### src/rtl/count_seq_pkg.sv
// count_seq_pkg: shared types and defaults for the count_sequencer slice.
//   state_t      - controller state encoding (IDLE, RUN)
//   DEF_WIDTH    - default counter / terminal-count width
//   DEF_PRESCALE - default count-rate divisor (used only with COUNT_SEQ_PRESCALE_EN)
package count_seq_pkg;

    localparam int unsigned DEF_WIDTH    = 4;
    localparam int unsigned DEF_PRESCALE = 4;

    typedef enum logic {
        IDLE = 1'b0,
        RUN  = 1'b1
    } state_t;

endpackage

### src/rtl/count_sequencer_core.sv
// counter_core: WIDTH-bit half-adder ripple incrementer with enable and
// synchronous clear. Clear has priority over enable.
//   clk  - clock, posedge
//   resn - synchronous active-low reset (q -> 0)
//   en   - advance q by one
//   clr  - load q with zero
//   q    - counter value
module counter_core
    import count_seq_pkg::*;
#(
    parameter int unsigned WIDTH = DEF_WIDTH
) (
    input  logic             clk,
    input  logic             resn,
    input  logic             en,
    input  logic             clr,
    output logic [WIDTH-1:0] q
);

    logic [WIDTH:0]   carry;
    logic [WIDTH-1:0] sum;

    // Chain of half adders: the enable is the carry-in of bit 0.
    always_comb begin
        carry    = '0;
        sum      = '0;
        carry[0] = en;
        for (int unsigned i = 0; i < WIDTH; i++) begin
            sum[i]     = q[i] ^ carry[i];
            carry[i+1] = q[i] & carry[i];
        end
    end

    always_ff @(posedge clk) begin
        if (!resn)
            q <= '0;
        else if (clr)
            q <= '0;
        else
            q <= sum;
    end

endmodule

### src/rtl/count_sequencer.sv
// count_sequencer: programmable interval timer controller driving counter_core.
// Counts 0..tc_q, pulses done, then idles (one-shot) or reloads (periodic).
// Optional macro COUNT_SEQ_PRESCALE_EN: counter advances once every PRESCALE
// unpaused RUN cycles.
//   clk      - clock, posedge
//   resn     - synchronous active-low reset
//   start    - request a run (accepted in IDLE only)
//   tc       - terminal count, captured on accepted start
//   periodic - mode, captured on accepted start (1 = periodic)
//   pause    - freeze while high (RUN only)
//   stop     - finish current period, then IDLE
//   abort    - immediate return to IDLE, no done
//   busy     - high while in RUN
//   done     - one-cycle pulse at end of each period
//   cnt      - current counter value
//   done_cnt - done pulses since last accepted start (wraps)
module count_sequencer
    import count_seq_pkg::*;
#(
    parameter int unsigned WIDTH    = DEF_WIDTH,
    parameter int unsigned PRESCALE = DEF_PRESCALE
) (
    input  logic             clk,
    input  logic             resn,
    input  logic             start,
    input  logic [WIDTH-1:0] tc,
    input  logic             periodic,
    input  logic             pause,
    input  logic             stop,
    input  logic             abort,
    output logic             busy,
    output logic             done,
    output logic [WIDTH-1:0] cnt,
    output logic [WIDTH-1:0] done_cnt
);

    if (WIDTH < 2 || PRESCALE < 2) begin : g_param_check
        $error("count_sequencer: WIDTH and PRESCALE must be >= 2");
    end

    state_t           state_q, state_d;
    logic [WIDTH-1:0] tc_q, tc_d;
    logic             periodic_q, periodic_d;
    logic             stop_q, stop_d;
    logic             done_d;
    logic [WIDTH-1:0] done_cnt_d;
    logic             cnt_en, cnt_clr;
    logic             tick;

`ifdef COUNT_SEQ_PRESCALE_EN
    localparam int unsigned PW = $clog2(PRESCALE);
    logic [PW-1:0] pre_q, pre_d;
    logic          pre_adv, pre_clr;

    assign tick = (pre_q == PW'(PRESCALE - 1));

    always_comb begin
        pre_d = pre_q;
        if (pre_clr)
            pre_d = '0;
        else if (pre_adv)
            pre_d = tick ? '0 : pre_q + 1'b1;
    end

    always_ff @(posedge clk) begin
        if (!resn)
            pre_q <= '0;
        else
            pre_q <= pre_d;
    end
`else
    assign tick = 1'b1;
`endif

    counter_core #(.WIDTH(WIDTH)) u_core (
        .clk  (clk),
        .resn (resn),
        .en   (cnt_en),
        .clr  (cnt_clr),
        .q    (cnt)
    );

    always_comb begin
        state_d    = state_q;
        tc_d       = tc_q;
        periodic_d = periodic_q;
        stop_d     = stop_q;
        done_d     = 1'b0;
        done_cnt_d = done_cnt;
        cnt_en     = 1'b0;
        cnt_clr    = 1'b0;
`ifdef COUNT_SEQ_PRESCALE_EN
        pre_adv    = 1'b0;
        pre_clr    = 1'b0;
`endif
        unique case (state_q)
            IDLE: begin
                if (start) begin
                    tc_d       = tc;
                    periodic_d = periodic;
                    stop_d     = 1'b0;
                    done_cnt_d = '0;
                    cnt_clr    = 1'b1;
                    state_d    = RUN;
`ifdef COUNT_SEQ_PRESCALE_EN
                    pre_clr    = 1'b1;
`endif
                end
            end
            RUN: begin
                if (abort) begin
                    cnt_clr = 1'b1;
                    state_d = IDLE;
`ifdef COUNT_SEQ_PRESCALE_EN
                    pre_clr = 1'b1;
`endif
                end else begin
                    if (stop)
                        stop_d = 1'b1;
                    if (!pause) begin
`ifdef COUNT_SEQ_PRESCALE_EN
                        pre_adv = 1'b1;
`endif
                        if (tick) begin
                            if (cnt == tc_q) begin
                                cnt_clr    = 1'b1;
                                done_d     = 1'b1;
                                done_cnt_d = done_cnt + 1'b1;
                                // Raw stop is included so a stop on the
                                // terminal edge makes this done the last one.
                                if (!periodic_q || stop_q || stop)
                                    state_d = IDLE;
                            end else begin
                                cnt_en = 1'b1;
                            end
                        end
                    end
                end
            end
            default: state_d = IDLE;
        endcase
    end

    always_ff @(posedge clk) begin
        if (!resn) begin
            state_q    <= IDLE;
            tc_q       <= '0;
            periodic_q <= 1'b0;
            stop_q     <= 1'b0;
            done       <= 1'b0;
            done_cnt   <= '0;
        end else begin
            state_q    <= state_d;
            tc_q       <= tc_d;
            periodic_q <= periodic_d;
            stop_q     <= stop_d;
            done       <= done_d;
            done_cnt   <= done_cnt_d;
        end
    end

    assign busy = (state_q == RUN);

endmodule

### config.mk
export PLATFORM = sky130hd
export DESIGN_NAME = count_sequencer
export DESIGN_NICKNAME = d
export VERILOG_FILES = /design/src/rtl/count_seq_pkg.sv /design/src/rtl/count_sequencer_core.sv /design/src/rtl/count_sequencer.sv
export SDC_FILE = /design/constraint.sdc
export NUM_CORES = 1
export LEC_CHECK = 0
export ABC_CLOCK_PERIOD_IN_PS = 3710
export CAP_MARGIN = 20
export CORE_MARGIN = 2
export CORE_UTILIZATION = 55
export DETAILED_ROUTE_END_ITERATION = 10
export DONT_BUFFER_PORTS = 1
export GPL_TIMING_DRIVEN = 0
export PLACE_DENSITY = 0.76
export SYNTH_ARGS = -nofsm -noshare
export SYNTH_HDL_FRONTEND = slang
export SYNTH_SLANG_ARGS = --single-unit
### constraint.sdc
create_clock -name clk -period 3.71 [get_ports clk]
set_input_delay 0.371 -clock clk [delete_from_list [all_inputs] [get_ports clk]]
set_output_delay 0.371 -clock clk [all_outputs]
set_load 0.03 [all_outputs]
# After elaboration in Yosys (flattened, before gate mapping)
# Index checks and enable logic that the tools add are counted.
# Widths: inputs -> output; s select.
[word_totals] reg_bits=16 inputBits=11 out_inout_bits=10 elab_cells=54
[classes] n_addsub=1 n_eq_ne=6 mux=23 bitwise=9 reduce_logical=8
[ops] cell="$mux 4" count=4
[ops] cell="$mux 1" count=15
[ops] cell="$ne 2x2->1 const B" count=4
[ops] cell="$pmux 4 s2" count=1
[ops] cell="$pmux 1 s2" count=3
[ops] cell="$add 4x1->4 const B" count=1
[ops] cell="$eq 4x4->1" count=1
[ops] cell="$reduce_and 4->1" count=1
[ops] cell="$xor 1x1->1" count=4
[ops] cell="$and 1x1->1" count=3
[ops] cell="$reduce_and 3->1" count=1
[ops] cell="$reduce_or 3->1" count=1
[ops] cell="$logic_or 1x1->1" count=2
[ops] cell="$ne 2x1->1 const B" count=1
[ops] cell="$not 1->1" count=2
[ops] cell="$reduce_and 2->1" count=1
[ops] cell="$reduce_or 2->1" count=1
[ops] cell="$logic_not 1->1" count=1

# Logic depth before layout (Yosys ltp)
[logic_depth] word_depth=9 mapped_depth=9 mapped_depth_nobuf=8

# Cells and area by module
# A second synthesis with hierarchy kept.
[unflattened] cells_unflattened=78 area_unflattened_um2=742.0
[by_module_without_submodules] module="count_sequencer" n_inst=1 cells_each=65 area_each_um2=576.8 seq_area_each_um2=240.2
[by_module_without_submodules] module="counter_core" n_inst=1 cells_each=13 area_each_um2=165.2 seq_area_each_um2=80.1

# Worst setup path after synthesis
# OpenSTA, ideal clock, no wires.
[synth_timing] kind="register to register" startpoint="register u_core.q[3]" endpoint="register u_core.q[3]" setup_time_ns=0.103 t_arrival_ns=1.974 required_ns=3.607 path_slack_ns=1.633 path_stages_with_launch=9 n_path_buf=0 synth_period_minus_slack_ns=2.077 cell_sequence="dfxtp_1 xnor2_2 and4_2 nor2_1 ha_1 ha_1 ha_1 xnor2_1 a2111oi_2"
[synth_via] elab_chain_len=9 word_cells_on_any_way=14 cone_classes="eq/ne: 1; mux: 8; bitwise: 4; reduce/logical: 1"
[synth_lines] element="start, declared" line="count_sequencer_core.sv:17" source="output logic [WIDTH-1:0] q"
[synth_lines] element="start signal, assigned" line="count_sequencer_core.sv:40" source="q <= sum;"
[synth_lines] element="$eq 4x4->1" line="count_sequencer.sv:125" source="if (cnt == tc_q) begin"
[synth_lines] element="$mux 1" line="count_sequencer.sv:125"
[synth_lines] element="$mux 1" line="count_sequencer.sv:120" source="if (!pause) begin"
[synth_lines] element="$mux 1" line="count_sequencer.sv:111" source="if (abort) begin"
[synth_lines] element="$mux 1" line="count_sequencer.sv:96" source="unique case (state_q)"
[synth_lines] element="$and 1x1->1 (3 in series)" line="count_sequencer_core.sv:30" source="carry[i+1] = q[i] & carry[i];"
[synth_lines] element="$xor 1x1->1" line="count_sequencer_core.sv:29" source="sum[i] = q[i] ^ carry[i];"
# Parallel ways exist; a longest one is shown, timed or not.
# A chain may end at the register's enable or synchronous reset.

# Worst setup path after layout
# Ends and elaborated chain as after synthesis.

==> run metrics <==
status finished clean; CTS resizes 0; Lkg Pwr ~0.00032 µW; synth top area cells dfxtp_1, xnor2_2, a21oi_1, ha_1, nand2_1; number of flops mapped to enable cells by yosys 0; worst hold slack around 150 ps; critical path type reg -> reg; Setup crit start kind register; most common cell after layout, fill and taps aside dfxtp_1; Final Hold Fails 0; Worst setup EP type register; Pwr Total 343 µW; die width 42.5 µm; Sink Count 16; largest net degree at the start of global routing 11; number of port buffers 0; max_slew headroom a little under 70%; post-synthesis cell type count 32; total grt overflow 0; setup violators final 0; prevailing post-synth register cell dfxtp_1; #FFs+latches synth 16; Syn Inst Count 89; Layout area overhead 6.77%; Slew Viols, Final 0; Hold Crit Class in -> reg; sw power 90.3 µW; syn_nets 104; Post-synth ARST share 0%; Worst-Margin Slew 465 ps; # H-tree levels 1; sequential share of power 53.8%; Total Routing Usage GR 19.9%; setup bufs post-CTS 0; Post-Route Utilization around 65%; Internal ~250 µW; switching share of power 26.4%; Std-Cell Rows 13; VDD IR max 0.398 mV; power density over cell area 395 mW/mm²; drt total wl 1.63 mm; Synth warnings 0; initial drt markers 12; Post-Syn Area a little over 800 µm²; share of cells above drive strength 1 14.0%; cell taking the most area after synthesis dfxtp_1; clock insertion delay at the later pin of the skew report 280 ps; Layout Skew between 4 and 5 ps; Critical R2R Launch u_core.q[3]$_SDFF_PP0_; DRT Pass-1 Iters 4; Starting Density between 60% and 70%; Clock Path Buffers 2; CTS Root Buffer Type clkbuf_4; vias between 600 and 700; Yosys top cell area share 39.4%; initial antenna violation count 0; nets@finish 109; hold_sp pause; crit path launch u_core.q[3]$_SDFF_PP0_; Avg Cell Area, Syn between 9 and 10 µm²; area of the core between 0.001 and 0.0015 mm²; final std cells w/o fill 108; fin crit share 62.3%; Fin Setup TNS 0 ps; vias per cell 6.20; clock network power share 33.5%; post-route ant nets 0; I/O Pins 21; CTS buffer count 3; Seq/Total Area, Yosys approximately two fifths; placed cell count 104; die area 0.00180 mm²; CP required ~3900 ps; RSZ-0062 raised after global routing false; highest-count cells in the layout ignoring fill and taps dfxtp_1, nand2_1, a21oi_1, nand3_1; Max Freq 433 MHz; Worst EP arrival 2480 ps; global-route wire length before repair 2.78 mm; Comb power frac 12.8%; worst-path maximum fanout 4; routability cong. 0.716; number of global-route vias before repair 610; Final min period 2310 ps; post-DR wirelength/cell between 15 and 20 µm; n_diodes 0; CTS tree built; hold_buf cts 0; Clk pin slew, worst setup/hold paths 100 ps; DP Wirelength between 1 and 1.5 mm; Die Ht ~42 µm; # DRC 0; max-cap violations 0
## synthesized netlist by cell type, types with 2 or more instances
cell	instances
nand2_1	12
o211ai_1	3
nor3_1	2
nand2b_1	2
nor2_1	3
inv_1	2
xnor2_2	4
ha_1	4
nand3_1	6
nor2b_1	2
a21oi_1	10
dfxtp_1	16
clkbuf_1	4
## final timing paths
kind	to	slack, ps	cells after the start
setup / recovery	u_core.q[3]$_SDFF_PP0_	1400	8
hold / removal	done$_SDFF_PP0_	150	1
setup reg to reg	u_core.q[3]$_SDFF_PP0_	1400	8
hold reg to reg	periodic_q$_SDFFE_PN0P_	460	2
## metal layers
layer	part of all wire, %	track usage, %	up-vias
li1	-	-	329
met1	45	25.8	308
met2	47	32.9	29
met3	6.9	4.74	4
met4	1.5	5.00	0
met5	0	0	-
## state kept, by name, summed over array words and instances (netlist names)
register / count
done_cnt: 4
tc_q: 4
u_core.q: 4
busy: 1
done: 1
periodic_q: 1
stop_q: 1
## cells by family (layout without fill, tap and decap cells)
group / after synthesis / in the layout / synth area share, %
flops: 16 / 16 / 39.4
compound gates: 21 / 21 / 17.2
simple gates: 36 / 36 / 24.8
xor+xnor: 5 / 5 / 9.08
buf+inv: 7 / 11 / 3.38
fa+ha+maj: 4 / 4 / 6.15
## cell type report
| cell class | instances | area, µm² |
|---|---|---|
| inverter | 2 | 7.51 |
| clock buffer | 4 | 36.3 |
| buffer | 5 | 20.0 |
| sequential | 16 | 320 |
| tap | 15 | 18.8 |
| fill | 116 | 465 |
| multi-input combinational | 66 | 465 |
## per-stage QoR
| step | instance area (µm²) | setup slack [ps] |
|---|---|---|
| after floorplan | 813 | 1630 |
| after global placement | 832 | 1510 |
| after detailed placement | 832 | 1400 |
| after CTS | 868 | 1370 |
| after global routing | 868 | 1250 |
| final | 868 | 1400 |
## critical path: stages (launching register included)
cell,delay [ps]
dfxtp_1,590
xnor2_2,190
and4_2,320
nor2_1,70
ha_1,190
ha_1,190
ha_1,200
xnor2_1,150
a2111oi_2,310
## power groups by stage
stage	clock network (µW)	logic (µW)	registers [µW]
after CTS	116	43.5	184
after detailed placement	0	43.3	188
after floorplan	0	34.8	187
after global routing	122	49.4	185
final	115	43.8	184
after global placement	0	42.3	188
(Power assumes the default switching activity.)
